[config.mk]
export PLATFORM = sky130hd
export DESIGN_NAME = sdram_port_arbiter
export DESIGN_NICKNAME = d
export VERILOG_FILES = /design/src/rtl/SdramArbTypes.sv /design/src/rtl/sdram_arb_picker.sv /design/src/rtl/sdram_port_arbiter.sv
export SDC_FILE = /design/constraint.sdc
export NUM_CORES = 1
export LEC_CHECK = 0
export BUFFER_PORTS_ARGS = -buffer_cell sky130_fd_sc_hd__buf_2
export CAP_MARGIN = 10
export CORE_MARGIN = 2
export CORE_UTILIZATION = 37
export DETAILED_ROUTE_END_ITERATION = 8
export PLACE_DENSITY = 0.81
export SLEW_MARGIN = 0
export SYNTH_ARGS = -nofsm -noshare
export SYNTH_HDL_FRONTEND = slang
export SYNTH_SLANG_ARGS = --single-unit
[constraint.sdc]
create_clock -name clk -period 2.25 [get_ports clk]
set_clock_uncertainty 0.05 [all_clocks]
set_input_delay 0.1125 -clock clk [delete_from_list [all_inputs] [get_ports clk]]
set_output_delay 0.1125 -clock clk [all_outputs]
set_load 0.005 [all_outputs]
[src/rtl/SdramArbTypes.sv]
// Shared types and constants for the SDRAM port arbiter.
package SdramArbTypes;

   typedef enum logic [2:0] {
      WAIT_INIT,
      IDLE,
      WR_BURST,
      RD_CMD,
      RD_WAIT,
      GAP,
      FAULT
   } arb_state_t;

   localparam logic MEM_CMD_WRITE = 1'b1;
   localparam logic MEM_CMD_READ  = 1'b0;

   // Width of a counter that holds the values 0 .. n-1.
   function automatic int cnt_width(input int n);
      return (n <= 2) ? 1 : $clog2(n);
   endfunction

endpackage

[src/rtl/sdram_arb_picker.sv]
// Request sampling and read-priority choice with a write starvation guard.
// The choice is offered combinationally while the arbiter sits in IDLE and
// is also kept as a registered grant select for the burst that follows.
module sdram_arb_picker
   import SdramArbTypes::*;
#(
   parameter int STARVE_LIMIT = 4
)(
   input  logic clk,
   input  logic reset_n,
   input  logic sample_i,   // arbiter is in IDLE and may take a request
   input  logic wr_req_i,
   input  logic rd_req_i,
   output logic go_o,       // a request is taken this cycle
   output logic pick_wr_o,  // the request taken this cycle is the write
   output logic sel_wr_o    // registered grant select: 1 = write burst
);

   localparam int SW = cnt_width(STARVE_LIMIT + 1);

   logic [SW-1:0] starve_q, starve_d;
   logic          sel_wr_q, sel_wr_d;
   logic          starved;

   // Choose read first unless the write has already lost STARVE_LIMIT times.
   always_comb begin
      starved   = (starve_q == SW'(STARVE_LIMIT));
      go_o      = sample_i & (wr_req_i | rd_req_i);
      pick_wr_o = wr_req_i & (~rd_req_i | starved);
      sel_wr_d  = sel_wr_q;
      starve_d  = starve_q;
      if (go_o) begin
         sel_wr_d = pick_wr_o;
         if (pick_wr_o) begin
            starve_d = '0;
         end else if (wr_req_i && !starved) begin
            starve_d = starve_q + 1'b1;
         end
      end
   end

   // Starve counter and grant select registers.
   always_ff @(posedge clk or negedge reset_n) begin
      if (!reset_n) begin
         starve_q <= '0;
         sel_wr_q <= 1'b0;
      end else begin
         starve_q <= starve_d;
         sel_wr_q <= sel_wr_d;
      end
   end

   assign sel_wr_o = sel_wr_q;

endmodule

[src/rtl/sdram_port_arbiter.sv]
// Shares the SDRAM controller user port between the frame uploader (writes)
// and the display reader (reads): fixed-length bursts, an idle gap after each
// burst, read-beat timeout and stray-beat detection.
module sdram_port_arbiter
   import SdramArbTypes::*;
#(
   parameter int ADDR_WIDTH   = 21,
   parameter int DATA_WIDTH   = 32,
   parameter int BURST_BEATS  = 8,
   parameter int GAP_CYCLES   = 2,
   parameter int RD_TIMEOUT   = 64,
   parameter int STARVE_LIMIT = 4
)(
   input  logic                    clk,
   input  logic                    reset_n,
   input  logic                    init_done,
   input  logic                    wr_req,
   input  logic [ADDR_WIDTH-1:0]   wr_addr,
   input  logic [DATA_WIDTH-1:0]   wr_data,
   output logic                    wr_data_next,
   output logic                    wr_grant,
   output logic                    wr_done,
   input  logic                    rd_req,
   input  logic [ADDR_WIDTH-1:0]   rd_addr,
   output logic                    rd_grant,
   output logic [DATA_WIDTH-1:0]   rd_data_o,
   output logic                    rd_data_valid_o,
   output logic                    rd_done,
   output logic                    mem_cmd,
   output logic                    mem_cmd_en,
   output logic [ADDR_WIDTH-1:0]   mem_addr,
   output logic [DATA_WIDTH-1:0]   mem_wr_data,
   output logic [DATA_WIDTH/8-1:0] mem_data_mask,
   input  logic [DATA_WIDTH-1:0]   mem_rd_data,
   input  logic                    mem_rd_data_valid,
   output logic                    error
);

   localparam int BW = cnt_width(BURST_BEATS);
   localparam int GW = cnt_width(GAP_CYCLES);
   localparam int TW = cnt_width(RD_TIMEOUT);

   arb_state_t            state_q, state_d;
   logic [ADDR_WIDTH-1:0] addr_q, addr_d;
   logic [BW-1:0]         beat_q, beat_d;
   logic [GW-1:0]         gap_q, gap_d;
   logic [TW-1:0]         tmo_q, tmo_d;
   logic                  error_q, error_d;
   logic                  go, pick_wr, sel_wr;
   logic                  last_beat;
   logic                  in_rd_wait;

   sdram_arb_picker #(
      .STARVE_LIMIT (STARVE_LIMIT)
   ) u_picker (
      .clk       (clk),
      .reset_n   (reset_n),
      .sample_i  (state_q == IDLE),
      .wr_req_i  (wr_req),
      .rd_req_i  (rd_req),
      .go_o      (go),
      .pick_wr_o (pick_wr),
      .sel_wr_o  (sel_wr)
   );

   assign last_beat  = (beat_q == BW'(BURST_BEATS - 1));
   assign in_rd_wait = (state_q == RD_WAIT);

   // Burst sequencing, gap timing, read timeout and sticky error.
   always_comb begin
      state_d = state_q;
      addr_d  = addr_q;
      beat_d  = beat_q;
      gap_d   = gap_q;
      tmo_d   = tmo_q;
      error_d = error_q;
      // A beat nobody asked for is dropped but remembered as a fault.
      if (mem_rd_data_valid && !in_rd_wait) error_d = 1'b1;
      case (state_q)
         WAIT_INIT: if (init_done) state_d = IDLE;
         IDLE: begin
            if (go) begin
               addr_d  = pick_wr ? wr_addr : rd_addr;
               beat_d  = '0;
               state_d = pick_wr ? WR_BURST : RD_CMD;
            end
         end
         WR_BURST: begin
            beat_d = beat_q + 1'b1;
            if (last_beat) begin
               beat_d  = '0;
               gap_d   = '0;
               state_d = GAP;
            end
         end
         RD_CMD: begin
            tmo_d   = '0;
            beat_d  = '0;
            state_d = RD_WAIT;
         end
         RD_WAIT: begin
            if (mem_rd_data_valid) begin
               tmo_d  = '0;
               beat_d = beat_q + 1'b1;
               if (last_beat) begin
                  beat_d  = '0;
                  gap_d   = '0;
                  state_d = GAP;
               end
            end else if (tmo_q == TW'(RD_TIMEOUT - 1)) begin
               error_d = 1'b1;
               state_d = FAULT;
            end else begin
               tmo_d = tmo_q + 1'b1;
            end
         end
         GAP: begin
            gap_d = gap_q + 1'b1;
            if (gap_q == GW'(GAP_CYCLES - 1)) begin
               gap_d   = '0;
               state_d = IDLE;
            end
         end
         FAULT:   state_d = FAULT;
         default: state_d = FAULT;
      endcase
   end

   // State and counter registers; reset aborts any burst in flight.
   always_ff @(posedge clk or negedge reset_n) begin
      if (!reset_n) begin
         state_q <= WAIT_INIT;
         addr_q  <= '0;
         beat_q  <= '0;
         gap_q   <= '0;
         tmo_q   <= '0;
         error_q <= 1'b0;
      end else begin
         state_q <= state_d;
         addr_q  <= addr_d;
         beat_q  <= beat_d;
         gap_q   <= gap_d;
         tmo_q   <= tmo_d;
         error_q <= error_d;
      end
   end

   // Port outputs decoded from the current state; zero outside a burst.
   always_comb begin
      wr_grant        = (state_q == WR_BURST);
      wr_data_next    = wr_grant;
      wr_done         = wr_grant & last_beat;
      mem_wr_data     = wr_grant ? wr_data : '0;
      rd_grant        = (state_q == RD_CMD) || in_rd_wait;
      rd_data_valid_o = in_rd_wait & mem_rd_data_valid;
      rd_data_o       = in_rd_wait ? mem_rd_data : '0;
      rd_done         = rd_data_valid_o & last_beat;
      mem_cmd_en      = (state_q == RD_CMD) || (wr_grant && beat_q == '0);
      mem_cmd         = MEM_CMD_READ;
      mem_addr        = '0;
      if (wr_grant || rd_grant) begin
         mem_cmd  = sel_wr ? MEM_CMD_WRITE : MEM_CMD_READ;
         mem_addr = addr_q;
      end
      mem_data_mask   = '0;
      error           = error_q;
   end

endmodule

After elaboration in Yosys (flattened, before gate mapping)
Cells that the tools add are included.

Word-level logic and storage cells: 85. Input bits: 112. Flip-flop bits (word level): 39.

Eq/ne operators: 14. Reduce and logical (&&, ||, !) cells: 20. Bitwise operators: 8. Add/subtract/negate cells: 4. Mux-type cells: 31.

Operators with widths (number): 32-bit two-way mux (2); 21-bit two-way mux (2); 3-bit two-way mux (11); 3-bit case mux with 6 select lines (1); 3-bit == test, second input constant (4); 6-bit two-way mux (2); 3-bit case mux with 4 select lines (1); 6-bit case mux with 2 select lines (1); 1-bit two-way mux (10); 2-bit != test, second input constant (4); 2-bit AND reduction (4); 3-bit by 1-bit adder with 3-bit output, second input constant (2); 6-bit by 1-bit adder with 6-bit output, second input constant (1); 3-bit by 2-bit == test with 1-bit output, second input constant (2); 6-bit == test, second input constant (1); 3-bit logical NOT (2); 1-bit AND (5); 4-bit AND reduction (1); 2-bit nonzero test (2); 4-bit nonzero test (1); 3-bit by 1-bit == test with 1-bit output, second input constant (1); 1-bit logical AND (3); 1-bit logical OR (3); 3-bit by 2-bit != test with 1-bit output, second input constant (1); 8 further kinds (10).

Depth between registers and ports, before layout
Word-level depth: 7. Gate-level depth with buffers: 7. Depth with buffers taken out: 6.

By module
A second synthesis with hierarchy kept.

Cells, all modules: 330. Area, all modules: 2835.2 µm².

Modules (own cells, without submodules): sdram_port_arbiter (area each 2580.0 µm², instances 1, cells each 305); sdram_arb_picker (area each 255.2 µm², instances 1, cells each 25).

Least setup slack after synthesis
No wires, ideal clock.

Kind: register to register. Start: reg u_picker.starve_q[0]. End: reg addr_q[0]. Data required time: 2.068 ns. Arrival time: 1.397 ns. Setup time: 0.132 ns. Path slack: 0.671 ns. Clock period less this slack: 1.579 ns. Stages on the path, launching flop included: 8. Path through: dfrtp_1 -> inv_1 -> ha_1 -> a21bo_2 -> nand2_1 -> buf_4 -> mux2i_1 -> o21ai_1.

Longest elaborated chain between the ends: 4.

Ends and longest elaborated chain: start, declared (RTL line sdram_arb_picker.sv:21) `logic [SW-1:0] starve_q, starve_d;`; start signal, assigned (RTL line sdram_arb_picker.sv:48) `starve_q <= starve_d;`; 3-bit == test (RTL line sdram_arb_picker.sv:27) `starved = (starve_q == SW'(STARVE_LIMIT));`; 1-bit OR (RTL line sdram_arb_picker.sv:29) `pick_wr_o = wr_req_i & (~rd_req_i | starved);`; 1-bit AND (RTL line sdram_arb_picker.sv:29); 21-bit two-way mux (RTL line sdram_port_arbiter.sv:83) `addr_d = pick_wr ? wr_addr : rd_addr;`; end signal, assigned (RTL line sdram_port_arbiter.sv:140) `addr_q <= addr_d;`; end, declared (RTL line sdram_port_arbiter.sv:44) `logic [ADDR_WIDTH-1:0] addr_q, addr_d;`.

No other way between the ends. A chain may end at the register's enable or synchronous reset.

Final worst setup path
Start: reg state_q[1]. End: out mem_wr_data[23].

Longest elaborated chain between the ends: 2.

Ends and longest elaborated chain: start, declared (RTL line sdram_port_arbiter.sv:43) `arb_state_t state_q, state_d;`; start signal, assigned (RTL line sdram_port_arbiter.sv:139) `state_q <= state_d;`; 3-bit by 2-bit == test with 1-bit output (RTL line sdram_port_arbiter.sv:150) `wr_grant = (state_q == WR_BURST);`; 32-bit two-way mux (RTL line sdram_port_arbiter.sv:153) `mem_wr_data = wr_grant ? wr_data : '0;`; end, declared (RTL line sdram_port_arbiter.sv:32) `output logic [DATA_WIDTH-1:0] mem_wr_data,`.

No other way between the ends.

==> summary.txt <==
Power and ir drop
  • Switching power summed over all nets: 0.001450 W
  • Share of total power consumed by net switching: 0.3825
  • Total power divided by cell area: 959.3 mW/mm^2
  • Static leakage: 2.274 nW
  • Max rail drop VDD: 0.3889 mV
  • Internal power contribution: 0.002340 W
  • Portion of total power attributed to the clock network: 0.181
  • Design Power: 0.003789 W
  • Share of total power in sequential cells: 0.312
  • Combinational cell fraction of total power: 0.507

Worst setup path
  • Cell breakdown of the critical path: nor2b_1, nor2b_2, buf_4, and2_1, buf_2
  • Worst Path Required: 2.09 ns
  • Reg2Reg Setup Slack: 0.39 ns
  • Crit path DAT: 1.86 ns
  • Crit path max-delay family: simple AND/OR/NAND/NOR gates
  • Setup crit end kind: output port
  • CP max FO: 38
  • Standard cell with the maximum stage delay on the critical path: sky130_fd_sc_hd__dfrtp_2
  • Max incr delay on CP: 0.52 ns
  • Critical path start-end classification: reg2out
  • Total buffers and inverters traversed by the critical path: 2
  • Kind of start point of the critical path: flop

Clock network
  • Clock Tree Buf Depth: 2
  • Count of H-tree levels built during CTS: 2
  • Clock tree from TritonCTS: built
  • Clock latency on the worst-skew pair: 0.28 ns
  • Num CTS Buffers: 5
  • Clk Tree Root Cell: sky130_fd_sc_hd__clkbuf_8
  • Num Clock Sinks: 39
  • Clock slew at the register clock pins of the worst setup and hold paths: 0.08 ns

Global route
  • Overall global routing resource usage: 0.1970
  • Pin count of the biggest net entering global routing: 40
  • Number of antenna violations at the first check in global routing: 0
  • Wire length of the first global-routing pass: 13140 um
  • Sum of overflow across all layers after global routing: 0
  • Number of global-route vias before repair: 2768

STA
  • Setup TNS: 0 ns
  • Period utilisation layout: 0.8993
  • Relative slew slack: 0.4135
  • Actual transition at the worst max-transition pin: 0.8797 ns
  • Number of slew-limit violations in the final report: 0
  • Final WS setup: 0.2267 ns
  • Final count of negative-setup-slack endpoints: 0
  • Max Fclk: 494.2 MHz
  • Post-route minimum period: 2.023 ns
  • Setup repair after global routing missed its margin: no
  • Number of hold violations in the final report: 0

Routing
  • Count of TritonRoute iterations in the first routing pass: 4
  • Drt initial violations: 187
  • Total number of vias: 2908
  • DR DRC count: 0
  • Per-cell routed wire length: 13.34 um
  • Via count normalized by instance count: 4.721
  • Wire length reported by the detailed router: 8217 um
  • Count of antenna-violating nets left after detailed routing: 0

Logic synthesis
  • Count of flip-flops with a built-in enable after synthesis: 0
  • Number of synthesized register bits: 39
  • Synthesized cell area: 0.002721 sq mm
  • Fraction of synthesis flops using an asynchronous set or reset pin: 1.000
  • YS warnings: 0
  • Portion of the post-synthesis area used by sequential elements: 0.3586
  • Cell variety after synth: 42
  • Post-synthesis cell count: 319
  • Primary flip-flop cell chosen by synthesis mapping: sky130_fd_sc_hd__dfrtp_1
  • Avg Synthesized Cell Area: 8.531 sq um

Status
  • Result of the run: finished clean

Place
  • Worst setup slack after placement: 0.3307 ns
  • PortBufs: 205
  • Routability cong.: 0.8813
  • Post-DP HPWL: 6444 um
  • Cell count after placement: 607

Floorplanning
  • Starting utilization of the core area: 0.3793
  • Die outline height: 89.76 um
  • Standard-cell rows: 31
  • Io pins: 210
  • Die ar.: 0.008057 sq mm
  • Die Span X: 89.76 um
  • Placeable core region: 0.007176 sq mm

Layout
  • Share of layout cells above drive strength 1: 0.4449
  • Diodes inserted: 0
  • Area growth from synthesis to layout: 45.15%
  • Fin cells: 616
  • Final-stage net count: 634

Job
  • Reported max-cap violation count: 0

Worst hold path
  • Class of the most critical hold timing path: in2reg
==> tightest hold or removal path, stage by stage <==
cell and delay (ns):
sky130_fd_sc_hd__buf_2 0.08, sky130_fd_sc_hd__mux2i_1 0.06, sky130_fd_sc_hd__o21ai_1 0.10
==> path summary, 6_finish.rpt <==
check,from,end,cells past startpoint
setup / recovery,state_q[1],mem_wr_data[23],5
hold / removal,wr_addr[16],addr_q[16],3
setup reg to reg,tmo_q[0],state_q[2],5
hold reg to reg,addr_q[13],addr_q[13],2
max in group asynchronous,reset_n,state_q[2],2
min in group asynchronous,reset_n,addr_q[9],2
==> what timing repair did <==
| action | 4_1_cts | 5_1_grt |
|---|---|---|
| hold buffers | 1 | 0 |
| gates resized for setup | 0 | 3 |
| setup endpoints to repair | 0 | 34 |
| endpoints found under the hold margin | 39 | 0 |
| buffers inserted | 0 | 0 |
==> sequential cells by signal, indices dropped and copies added (netlist names) <==
signal             cells
beat_q                 3
u_picker.starve_q      3
gap_q                  1
state_q                3
addr_q                21
tmo_q                  6
error                  1
u_picker.sel_wr_o      1
==> final cells by class <==
class	instances	area [sq um]
Clock buffer	6	72.57
Clock inverter	2	60.06
Fill cell	626	3226
Inverter	8	30.03
Multi-Input combinational cell	250	1604
Sequential cell	39	978.4
Tap cell	99	123.9
Timing Repair Buffer	212	1081
==> per-layer routing <==
metal / vias to the layer above / global-route usage / routed length (um)
li1: 1452 / - / -
met1: 1305 / 0.2270 / 3233
met2: 149 / 0.3699 / 4259
met3: 2 / 0.04946 / 681
met4: 0 / 0.03846 / 42
met5: - / 0 / 0
==> per-stage QoR <==
step                      instance area (sq um)    util  hold slack, ns
after detailed placement                   3801  0.5297          0.2250
after global placement                     3801  0.5297          0.2171
after CTS                                  3944  0.5496         0.04376
after floorplan                            2733       -         -0.2331
final                                      3950  0.5505         0.05168
after global routing                       3950  0.5505         0.05260
==> cells by family after synthesis <==
group	share of synthesized area
buffers and inverters	0.05839
AOI/OAI and AO/OA	0.1343
and+or+nand+nor	0.3315
DFF	0.3586
muxes	0.08828
adders and majority gates	0.02759
other	0.001378
==> power by group through the flow <==
| stage | Sequential (W) | Clock (W) | Combinational [W] |
|---|---|---|---|
| global placement | 0.00118 | 0 | 0.00185 |
| floorplan | 0.00110 | 0 | 0.00129 |
| finish | 0.00118 | 0.000686 | 0.00192 |
| global route | 0.00121 | 0.000740 | 0.00217 |
| CTS | 0.00118 | 0.000706 | 0.00194 |
| detailed placement | 0.00119 | 0 | 0.00193 |
==> synthesized netlist by cell type (all sizes together) (6+ instances only) <==
library cell,instances,area share
buf,14,0.032
nor2b,28,0.064
o21ai,37,0.069
clkbuf,11,0.015
ha,6,0.028
inv,8,0.011
nor2,6,0.0083
a21oi,12,0.022
mux2i,24,0.088
dfrtp,39,0.36
and2,66,0.15
nand2,32,0.044
==> cells in the final DEF, fill, tap and decap left out, drive strengths merged <==
master,count
buf,211
and2,66
dfrtp,39
o21ai,37
nand2,32
nor2b,28
mux2i,24
a21oi,12
inv,8
nor2,6
ha,6
clkbuf,6
conb,4
nand3,3
o211ai,3
nor3b,3
nor3,3
and3,2
nand2b,2
a31oi,2
bufinv,2
or4b,1
or3,1
nor4b,1
a21bo,1
a21boi,1
or2,1
nor4,1
o311ai,1
o22a,1
a21o,1
nand3b,1
a221oi,1
a41oi,1
o31ai,1
nand4,1
nand4b,1
o22ai,1
dlygate4sd3,1
(Power assumes the default switching activity.)
